--- src/rtl/reg_grp_ctrl.sv ---
// reg_grp_ctrl: CPU-to-register-bus bridge with a request FIFO, a read-response FIFO,
// a read timeout that returns an error word, and a status word with sticky overflow flags.
// Optional build macro REG_GRP_CTRL_STATS_EN adds 16-bit drop/timeout counters that are
// read through status accesses with the bus addr field set to 1, 2 or 3.
module reg_grp_ctrl #(
  parameter int unsigned ADDR_WIDTH    = 23,
  parameter int unsigned DATA_WIDTH    = 32,
  parameter int unsigned WR_DEPTH_BITS = 4,
  parameter int unsigned RD_DEPTH_BITS = 4,
  parameter int unsigned RD_TIMEOUT    = 255,
  parameter logic [31:0] ERR_WORD      = 32'hDEAD_DEAD
) (
  input  logic                             clk,
  input  logic                             reset,
  input  logic [ADDR_WIDTH+DATA_WIDTH:0]   switch_reg_wr_data_bus,
  input  logic [1:0]                       switch_reg_ctrl,
  input  logic                             switch_reg_vld,
  output logic                             switch_reg_busy,
  output logic [DATA_WIDTH-1:0]            switch_reg_rd_data_bus,
  output logic                             switch_reg_ack,
  output logic                             reg_fifo_empty,
  input  logic                             reg_fifo_rd_en,
  output logic                             reg_rd_wr_L,
  output logic [ADDR_WIDTH-1:0]            reg_addr,
  output logic [DATA_WIDTH-1:0]            reg_wr_data,
  input  logic [DATA_WIDTH-1:0]            reg_rd_data,
  input  logic                             reg_rd_vld
);

  localparam int unsigned ReqWidth = 1 + ADDR_WIDTH + DATA_WIDTH;
  localparam int unsigned WrDepth  = 32'd1 << WR_DEPTH_BITS;
  localparam int unsigned RdDepth  = 32'd1 << RD_DEPTH_BITS;

  typedef enum logic [1:0] {StIdle, StRdWait, StSend} state_e;

  function automatic logic [7:0] sat8(input logic [31:0] v);
    return (v > 32'd255) ? 8'hFF : v[7:0];
  endfunction

  // ---------------------------------------------------------------- request FIFO
  logic [ReqWidth-1:0]      wr_mem [WrDepth];
  logic [WR_DEPTH_BITS-1:0] wr_rd_ptr_q, wr_wr_ptr_q;
  logic [WR_DEPTH_BITS:0]   wr_cnt_q;
  logic [ReqWidth-1:0]      wr_head;
  logic wr_empty, wr_full, wr_nearly_full, wr_push_req, wr_push, wr_pop, wr_drop;
  logic busy_q;

  assign wr_empty       = (wr_cnt_q == '0);
  assign wr_full        = (wr_cnt_q == (WR_DEPTH_BITS+1)'(WrDepth));
  assign wr_nearly_full = (32'(wr_cnt_q) >= (WrDepth - 1));
  assign wr_head        = wr_mem[wr_rd_ptr_q];
  assign wr_push_req    = switch_reg_vld & ~switch_reg_ctrl[1] & ~busy_q;
  assign wr_pop         = reg_fifo_rd_en & ~wr_empty;
  // A pop on the same edge frees the slot, so a push into a full FIFO still lands.
  assign wr_push        = wr_push_req & (~wr_full | wr_pop);
  assign wr_drop        = wr_push_req & wr_full & ~wr_pop;

  // Request FIFO storage; no reset needed, the head is gated while empty.
  always_ff @(posedge clk) begin
    if (wr_push) wr_mem[wr_wr_ptr_q] <= switch_reg_wr_data_bus;
  end

  // Request FIFO pointers and occupancy.
  always_ff @(posedge clk) begin
    if (reset) begin
      wr_rd_ptr_q <= '0;
      wr_wr_ptr_q <= '0;
      wr_cnt_q    <= '0;
    end else begin
      if (wr_push) wr_wr_ptr_q <= wr_wr_ptr_q + WR_DEPTH_BITS'(1);
      if (wr_pop)  wr_rd_ptr_q <= wr_rd_ptr_q + WR_DEPTH_BITS'(1);
      if (wr_push && !wr_pop)      wr_cnt_q <= wr_cnt_q + (WR_DEPTH_BITS+1)'(1);
      else if (!wr_push && wr_pop) wr_cnt_q <= wr_cnt_q - (WR_DEPTH_BITS+1)'(1);
    end
  end

  assign reg_fifo_empty = wr_empty;
  assign reg_rd_wr_L    = ~wr_empty & wr_head[ReqWidth-1];
  assign reg_addr       = wr_empty ? '0 : wr_head[DATA_WIDTH +: ADDR_WIDTH];
  assign reg_wr_data    = wr_empty ? '0 : wr_head[DATA_WIDTH-1:0];

  // ---------------------------------------------------------------- read-response FIFO
  logic [DATA_WIDTH-1:0]    rd_mem [RdDepth];
  logic [RD_DEPTH_BITS-1:0] rd_rd_ptr_q, rd_wr_ptr_q;
  logic [RD_DEPTH_BITS:0]   rd_cnt_q;
  logic [DATA_WIDTH-1:0]    rd_head;
  logic rd_empty, rd_full, rd_nearly_full, rd_push, rd_pop, rd_drop;

  assign rd_empty       = (rd_cnt_q == '0);
  assign rd_full        = (rd_cnt_q == (RD_DEPTH_BITS+1)'(RdDepth));
  assign rd_nearly_full = (32'(rd_cnt_q) >= (RdDepth - 1));
  assign rd_head        = rd_mem[rd_rd_ptr_q];
  assign rd_push        = reg_rd_vld & (~rd_full | rd_pop);
  assign rd_drop        = reg_rd_vld & rd_full & ~rd_pop;

  // Read-response storage.
  always_ff @(posedge clk) begin
    if (rd_push) rd_mem[rd_wr_ptr_q] <= reg_rd_data;
  end

  // Read-response pointers and occupancy.
  always_ff @(posedge clk) begin
    if (reset) begin
      rd_rd_ptr_q <= '0;
      rd_wr_ptr_q <= '0;
      rd_cnt_q    <= '0;
    end else begin
      if (rd_push) rd_wr_ptr_q <= rd_wr_ptr_q + RD_DEPTH_BITS'(1);
      if (rd_pop)  rd_rd_ptr_q <= rd_rd_ptr_q + RD_DEPTH_BITS'(1);
      if (rd_push && !rd_pop)      rd_cnt_q <= rd_cnt_q + (RD_DEPTH_BITS+1)'(1);
      else if (!rd_push && rd_pop) rd_cnt_q <= rd_cnt_q - (RD_DEPTH_BITS+1)'(1);
    end
  end

  // ---------------------------------------------------------------- outstanding reads
  logic [7:0] out_cnt_q;
  logic       out_inc;

  assign out_inc = wr_pop & wr_head[ReqWidth-1];

  // Saturating count of read requests handed to the register side minus responses seen.
  always_ff @(posedge clk) begin
    if (reset) begin
      out_cnt_q <= '0;
    end else if (out_inc && !reg_rd_vld && out_cnt_q != 8'hFF) begin
      out_cnt_q <= out_cnt_q + 8'd1;
    end else if (!out_inc && reg_rd_vld && out_cnt_q != 8'h00) begin
      out_cnt_q <= out_cnt_q - 8'd1;
    end
  end

  // ---------------------------------------------------------------- status
  logic [31:0]           status_word;
  logic [DATA_WIDTH-1:0] status_sel;
  logic                  stat_rd, stat_clr;
  logic                  wr_ovf_q, rd_ovf_q;

  // Status word assembly from current occupancy and flags.
  always_comb begin
    status_word        = '0;
    status_word[0]     = wr_empty;
    status_word[1]     = wr_full;
    status_word[2]     = wr_nearly_full;
    status_word[3]     = rd_empty;
    status_word[4]     = rd_full;
    status_word[5]     = rd_nearly_full;
    status_word[6]     = wr_ovf_q;
    status_word[7]     = rd_ovf_q;
    status_word[15:8]  = sat8(32'(wr_cnt_q));
    status_word[23:16] = sat8(32'(rd_cnt_q));
    status_word[31:24] = out_cnt_q;
  end

`ifdef REG_GRP_CTRL_STATS_EN
  logic [ADDR_WIDTH-1:0] stat_addr;
  logic [15:0]           wr_drop_cnt_q, rd_drop_cnt_q, to_cnt_q;
  logic                  to_evt;

  function automatic logic [15:0] stat_next(input logic [15:0] cur, input logic clr,
                                            input logic inc);
    if (clr) return {15'd0, inc};
    if (inc && cur != 16'hFFFF) return cur + 16'd1;
    return cur;
  endfunction

  assign stat_addr = switch_reg_wr_data_bus[DATA_WIDTH +: ADDR_WIDTH];
  assign stat_clr  = stat_rd & (stat_addr == '0);
  assign to_evt    = (state_q == StRdWait) & rd_empty & (timer_q == 16'd1);

  // Counter or status-word select by the addr field of the status access.
  always_comb begin
    status_sel = '0;
    if (stat_addr == '0)                    status_sel = DATA_WIDTH'(status_word);
    else if (stat_addr == ADDR_WIDTH'(1))   status_sel = DATA_WIDTH'(wr_drop_cnt_q);
    else if (stat_addr == ADDR_WIDTH'(2))   status_sel = DATA_WIDTH'(rd_drop_cnt_q);
    else if (stat_addr == ADDR_WIDTH'(3))   status_sel = DATA_WIDTH'(to_cnt_q);
  end

  // Drop/timeout counters; an event on the reading edge survives the clear.
  always_ff @(posedge clk) begin
    if (reset) begin
      wr_drop_cnt_q <= '0;
      rd_drop_cnt_q <= '0;
      to_cnt_q      <= '0;
    end else begin
      wr_drop_cnt_q <= stat_next(wr_drop_cnt_q, stat_rd & (stat_addr == ADDR_WIDTH'(1)), wr_drop);
      rd_drop_cnt_q <= stat_next(rd_drop_cnt_q, stat_rd & (stat_addr == ADDR_WIDTH'(2)), rd_drop);
      to_cnt_q      <= stat_next(to_cnt_q, stat_rd & (stat_addr == ADDR_WIDTH'(3)), to_evt);
    end
  end
`else
  assign stat_clr   = stat_rd;
  assign status_sel = DATA_WIDTH'(status_word);
`endif

  // Sticky overflow flags; a drop on the status-read edge wins over the clear.
  always_ff @(posedge clk) begin
    if (reset) begin
      wr_ovf_q <= 1'b0;
      rd_ovf_q <= 1'b0;
    end else begin
      wr_ovf_q <= (wr_ovf_q & ~stat_clr) | wr_drop;
      rd_ovf_q <= (rd_ovf_q & ~stat_clr) | rd_drop;
    end
  end

  // ---------------------------------------------------------------- CPU-side FSM
  state_e                state_q, state_d;
  logic [15:0]           timer_q, timer_d;
  logic [DATA_WIDTH-1:0] send_q, send_d, rd_data_q, rd_data_d;
  logic                  busy_d, ack_q, ack_d;

  // FSM, timer, response and handshake registers.
  always_ff @(posedge clk) begin
    if (reset) begin
      state_q   <= StIdle;
      timer_q   <= '0;
      send_q    <= '0;
      rd_data_q <= '0;
      busy_q    <= 1'b0;
      ack_q     <= 1'b0;
    end else begin
      state_q   <= state_d;
      timer_q   <= timer_d;
      send_q    <= send_d;
      rd_data_q <= rd_data_d;
      busy_q    <= busy_d;
      ack_q     <= ack_d;
    end
  end

  // Next state: busy stays high through the ack cycle and drops the cycle after.
  always_comb begin
    state_d   = state_q;
    timer_d   = timer_q;
    send_d    = send_q;
    rd_data_d = rd_data_q;
    busy_d    = busy_q;
    ack_d     = 1'b0;
    rd_pop    = 1'b0;
    stat_rd   = 1'b0;
    unique case (state_q)
      StIdle: begin
        busy_d = 1'b0;
        // busy_q still high here means the ack cycle of the previous read.
        if (switch_reg_vld && !busy_q) begin
          if (switch_reg_ctrl[1]) begin
            ack_d     = 1'b1;
            rd_data_d = status_sel;
            stat_rd   = 1'b1;
          end else if (switch_reg_ctrl[0]) begin
            busy_d = 1'b1;
            if (!rd_empty) begin
              rd_pop  = 1'b1;
              send_d  = rd_head;
              state_d = StSend;
            end else begin
              timer_d = 16'(RD_TIMEOUT);
              state_d = StRdWait;
            end
          end
        end
      end
      StRdWait: begin
        busy_d = 1'b1;
        if (!rd_empty) begin
          rd_pop  = 1'b1;
          send_d  = rd_head;
          state_d = StSend;
        end else if (timer_q == 16'd1) begin
          ack_d     = 1'b1;
          rd_data_d = DATA_WIDTH'(ERR_WORD);
          state_d   = StIdle;
        end else begin
          timer_d = timer_q - 16'd1;
        end
      end
      StSend: begin
        busy_d    = 1'b1;
        ack_d     = 1'b1;
        rd_data_d = send_q;
        state_d   = StIdle;
      end
      default: state_d = StIdle;
    endcase
  end

  assign switch_reg_busy        = busy_q;
  assign switch_reg_ack         = ack_q;
  assign switch_reg_rd_data_bus = rd_data_q;

endmodule
--- config.mk ---
export PLATFORM = sky130hd
export DESIGN_NAME = reg_grp_ctrl
export DESIGN_NICKNAME = d
export VERILOG_FILES = /design/src/rtl/reg_grp_ctrl.sv
export SDC_FILE = /design/constraint.sdc
export NUM_CORES = 1
export LEC_CHECK = 0
export BUFFER_PORTS_ARGS = -buffer_cell sky130_fd_sc_hd__buf_4
export CAP_MARGIN = 0
export CELL_PAD_IN_SITES_DETAIL_PLACEMENT = 0
export CELL_PAD_IN_SITES_GLOBAL_PLACEMENT = 1
export CORE_MARGIN = 4
export CORE_UTILIZATION = 50
export DETAILED_ROUTE_END_ITERATION = 10
export HOLD_SLACK_MARGIN = 0.15
export PLACE_DENSITY = 0.84
export SLEW_MARGIN = 20
export SYNTH_ARGS = -nofsm -noshare
export SYNTH_HDL_FRONTEND = slang
export SYNTH_SLANG_ARGS = --single-unit
--- constraint.sdc ---
create_clock -name clk -period 9.8 [get_ports clk]
set_input_delay 1.96 -clock clk [delete_from_list [all_inputs] [get_ports clk]]
set_output_delay 1.96 -clock clk [all_outputs]
set_load 0.02 [all_outputs]
==> tab_implementation.tex <==
\begin{tabular}{lr}
\hline
Metric & Value \\
\hline
\multicolumn{2}{l}{\textbf{Power and ir drop}} \\
Post-layout power & 16.4 mW \\
Worst VDD drop & between 0.2 and 0.25 mV \\
Sequential fraction of design power & roughly 46\% \\
Switching pwr & between 4 and 5 mW \\
Power density relative to cell area & roughly 240 mW/mm2 \\
Reported leakage power & approximately 21 nW \\
Combinational share of power & about 18\% \\
Part of the total power dissipated in the clock network & 36.1\% \\
Internal power & around 12 mW \\
Switching share of power & a little over a quarter \\
\multicolumn{2}{l}{\textbf{Global routing}} \\
Via count of the first global-routing pass & 30300 \\
All-layer global routing usage & between 20 and 25\% \\
Aggregate global routing overflow & 0 \\
Antenna violations before repair & 19 \\
First-pass GRT wire length & between 200 and 250 mm \\
Maximum number of pins on one net before global-route repair & about 170 \\
\multicolumn{2}{l}{\textbf{Worst setup path}} \\
CP Data Arrival Time & around 4.0 ns \\
Startpoint type of the worst setup path & flip-flop \\
Start-to-end type of the worst setup path & flip-flop to output pin \\
Length in cells of the worst reg-to-reg path & 12 \\
Flop2flop setup slack & 4.67 ns \\
Capture instance of the worst register-to-register path & out\_cnt\_q[7] \\
Endpoint class of the critical path & output pin \\
Endpoint required time on the critical path & $\sim$7.8 ns \\
Largest driver fanout on the critical path & 46 \\
\multicolumn{2}{l}{\textbf{Timing}} \\
Post-Route Skew & around 0.036 ns \\
Worst path setup slack after routing & between 3 and 4 ns \\
Least-Margin Pin Slew & around 1.1 ns \\
Worst relative slew slack & around 24\% \\
Final count of pins violating max slew & 0 \\
Fin. Hold Viols & 0 \\
Final period utilization & between 60\% and 70\% \\
Setup TNS & 0 ns \\
Post-Route Hold Slack & approximately 0.46 ns \\
Fmax & between 0.15 and 0.2 GHz \\
Total setup violations reported at the end of the flow & 0 \\
Shortest period the worst path allows & 6.00 ns \\
Setup repair after global routing missed its margin & false \\
\multicolumn{2}{l}{\textbf{CTS}} \\
Clock transition time at the flip-flop clock pins of the worst setup and hold paths & around 0.060 ns \\
Clock Path Buffers & 3 \\
Clock latency at the later pin of the worst-skew pair & around 0.75 ns \\
Total clock buffers created by CTS & roughly 150 \\
Hold bufs inserted after CTS & 0 \\
Clock tree root driver cell & sky130\_fd\_sc\_hd\_\_clkbuf\_16 \\
CTS HTree Levels & 4 \\
CTS-repair resized insts & 0 \\
Clock tree from TritonCTS & built \\
Count of clock tree sinks & 1536 \\
Buffer count from post-CTS setup fixing & 0 \\
\multicolumn{2}{l}{\textbf{Min path}} \\
Hold path startpoint & send\_q[27] \\
Worst hold path type & flip-flop to flip-flop \\
Worst min-delay path endpoint & send\_q[27] \\
Worst hold path stage count & 2 \\
\multicolumn{2}{l}{\textbf{Final layout}} \\
Fraction of the core area covered by cells at the end of the flow & roughly 58\% \\
Fraction of layout instances using a drive strength above 1 & a little under a third \\
Count of nets after finishing & 3136 \\
Signed area change from the synthesized netlist to the final layout & 14.3\% \\
Non-Filler Instances & 4672 \\
Non-Filler Cell Area, Final & 0.0677 mm2 \\
Fill cells & between 8000 and 9000 \\
\multicolumn{2}{l}{\textbf{Synthesis}} \\
Total standard cell area after synthesis & 0.0592 mm2 \\
Most used flip-flop cell after synthesis & sky130\_fd\_sc\_hd\_\_edfxtp\_1 \\
Syn\_nets & between 2000 and 3000 \\
Gate Count Post-Synth & roughly 2800 \\
Count of flip-flops with a built-in enable after synthesis & 1408 \\
Netlist cell types & between 60 and 70 \\
Fraction of registers with async set or reset after synthesis & 0\% \\
Sequential element share of the synthesized area & 75.7\% \\
Yosys reg bits & about 1500 \\
Count of yosys warnings during synthesis & 0 \\
Average size of a mapped cell & about 21 um2 \\
\multicolumn{2}{l}{\textbf{Route}} \\
Post-detailed-route count of antenna-violating nets & 0 \\
DRC violation count after routing & 0 \\
Wire length on met2 & 71.4 mm \\
Top layer reached by signal wires & met5 \\
Routed vias/inst & about 6.2 \\
Detailed-routing wirelength on met1 & just over 50 mm \\
Wire length per cell & 29.7 um \\
Total vias in the final route & between 20000 and 30000 \\
Final wirelength & 139 mm \\
DR WL met3 & between 10 and 15 mm \\
First-pass iteration count of the detailed router & 6 \\
Violation count after the first detailed-route iteration & about 3400 \\
\multicolumn{2}{l}{\textbf{Floorplanning}} \\
\# IOs & approximately 190 \\
Placeable core region & around 0.12 mm2 \\
Full die area & approximately 0.12 mm2 \\
Initial cell density of the core & about 50\% \\
Floorplan die width & 352 um \\
Vertical die dimension & 352 um \\
Number of cell rows & around 130 \\
\multicolumn{2}{l}{\textbf{Run status}} \\
Result of the run & completed \\
\multicolumn{2}{l}{\textbf{Placement}} \\
Cell area after placement & around 0.063 mm2 \\
Number of port buffers & between 150 and 200 \\
Routability-driven placement congestion ratio & approximately 0.79 \\
Placed Cells & 4377 \\
Detailed-placement wirelength estimate & roughly 71 mm \\
Pre-CTS setup slack & about 4.3 ns \\
\multicolumn{2}{l}{\textbf{Flow run}} \\
Number of maximum-capacitance constraint violations & 0 \\
\hline
\end{tabular}
state kept, by name, indices dropped and copies added (netlist names), 4 cells and up, named ones only:
| register | cells |
|---|---|
| out_cnt_q | 8 |
| rd_cnt_q | 5 |
| rd_mem | 512 |
| rd_rd_ptr_q | 4 |
| rd_wr_ptr_q | 4 |
| send_q | 32 |
| switch_reg_rd_data_bus | 32 |
| timer_q | 16 |
| wr_cnt_q | 5 |
| wr_mem | 896 |
| wr_rd_ptr_q | 4 |
| wr_wr_ptr_q | 4 |
power groups by stage:
| stage | logic, mW | clock network [mW] | registers [mW] |
|---|---|---|---|
| after global placement | 2.88 | 0 | 7.67 |
| after detailed placement | 2.94 | 0 | 7.69 |
| after global routing | 3.17 | 6.31 | 7.57 |
| after floorplan | 2.02 | 0 | 7.59 |
| final | 2.96 | 5.93 | 7.55 |
| after CTS | 2.98 | 6.00 | 7.55 |
cell usage after synthesis, types with 5 or more instances:
| cell | count | area (um2) |
|---|---|---|
| sky130_fd_sc_hd__or3_1 | 9 | 56.3 |
| sky130_fd_sc_hd__clkbuf_1 | 84 | 315 |
| sky130_fd_sc_hd__nor3_1 | 20 | 100 |
| sky130_fd_sc_hd__nand4_1 | 10 | 62.6 |
| sky130_fd_sc_hd__buf_2 | 44 | 220 |
| sky130_fd_sc_hd__buf_1 | 17 | 63.8 |
| sky130_fd_sc_hd__a21o_1 | 8 | 60.1 |
| sky130_fd_sc_hd__mux2i_1 | 15 | 150 |
| sky130_fd_sc_hd__buf_4 | 5 | 37.5 |
| sky130_fd_sc_hd__nand2_1 | 103 | 387 |
| sky130_fd_sc_hd__xnor2_1 | 9 | 78.8 |
| sky130_fd_sc_hd__nor2_1 | 115 | 432 |
| sky130_fd_sc_hd__o22ai_1 | 9 | 56.3 |
| sky130_fd_sc_hd__nor2b_1 | 60 | 375 |
| sky130_fd_sc_hd__inv_1 | 20 | 75.1 |
| sky130_fd_sc_hd__mux4_2 | 439 | 9890 |
| sky130_fd_sc_hd__ha_1 | 30 | 375 |
| sky130_fd_sc_hd__o21ai_0 | 13 | 65.1 |
| sky130_fd_sc_hd__a311oi_2 | 8 | 120 |
| sky130_fd_sc_hd__a21oi_1 | 95 | 475 |
| sky130_fd_sc_hd__xor2_1 | 20 | 175 |
| sky130_fd_sc_hd__dfxtp_1 | 128 | 2560 |
| sky130_fd_sc_hd__nand2b_1 | 7 | 43.8 |
| sky130_fd_sc_hd__edfxtp_1 | 1408 | 42300 |
| sky130_fd_sc_hd__nand3_1 | 24 | 120 |
| sky130_fd_sc_hd__or4_1 | 6 | 45.0 |
metal layers:
metal  vias to the layer above  GRT usage, %
li1                      11900             -
met3                       292          5.09
met2                      1512          37.6
met1                     15300          28.8
met5                         -             0
met4                         8          8.52
cells by family after synthesis:
kind of cell,Yosys count,share of synthesized area (%)
AO/OA/AOI/OAI,162,1.73
XOR/XNOR,29,0.429
adder cells (fa/ha/maj),33,0.735
buffers and inverters,173,1.24
flip-flops,1536,75.7
multiplexers,456,17.0
AND/OR/NAND/NOR,379,3.15
critical path: stages, from the launching register on:
cell and delay (ns):
sky130_fd_sc_hd__dfxtp_4 0.90, sky130_fd_sc_hd__buf_4 0.86, sky130_fd_sc_hd__mux4_2 0.65, sky130_fd_sc_hd__mux4_2 0.51
sky130_fd_sc_hd__nor2b_1 0.16, sky130_fd_sc_hd__buf_4 0.20
worst max-delay path by stage:
stage | from | endpoint | cells past startpoint
3_3_place_gp | reg_fifo_rd_en | out_cnt_q[7] | 12
4_1_cts | flip-flop | reg_wr_data[4] | 5
5_1_grt | flip-flop | reg_addr[12] | 5
2_1_floorplan | switch_reg_vld | wr_mem[3][0] | 4
3_5_place_dp | reg_fifo_rd_en | out_cnt_q[7] | 12
6_report | flip-flop | reg_addr[12] | 5
placed cells by master, fill, tap and decap left out, drive strengths merged, types with 4 or more instances in the layout:
master | synthesis | final
a21o | 8 | 8
a21oi | 96 | 96
a311oi | 8 | 8
a31oi | 4 | 4
buf | 67 | 238
bufinv | 0 | 19
clkbuf | 85 | 188
clkinv | 1 | 59
clkinvlp | 0 | 5
dfxtp | 128 | 128
diode | 0 | 15
edfxtp | 1408 | 1408
ha | 30 | 30
inv | 20 | 29
mux2i | 15 | 15
mux4 | 439 | 439
nand2 | 104 | 104
nand2b | 7 | 7
nand3 | 24 | 24
nand4 | 12 | 12
nor2 | 119 | 119
nor2b | 60 | 60
nor3 | 20 | 20
nor4 | 5 | 5
o21ai | 13 | 13
o22ai | 9 | 9
o31ai | 4 | 4
or3 | 10 | 10
or4 | 8 | 8
xnor2 | 9 | 9
xor2 | 20 | 20
layout make-up:
| class | count | area, um2 | area share, % |
|---|---|---|---|
| antenna | 15 | 37.5 | 0.0555 |
| clock buffer | 188 | 4020 | 5.94 |
| clock inverter | 91 | 1080 | 1.59 |
| inverter | 21 | 80.1 | 0.118 |
| multi-input combinational | 1059 | 13900 | 20.5 |
| sequential | 1536 | 44900 | 66.3 |
| tap | 1524 | 1910 | 2.82 |
| timing repair buffer | 238 | 1840 | 2.71 |
Note: power is estimated with default switching activity, not from simulation.
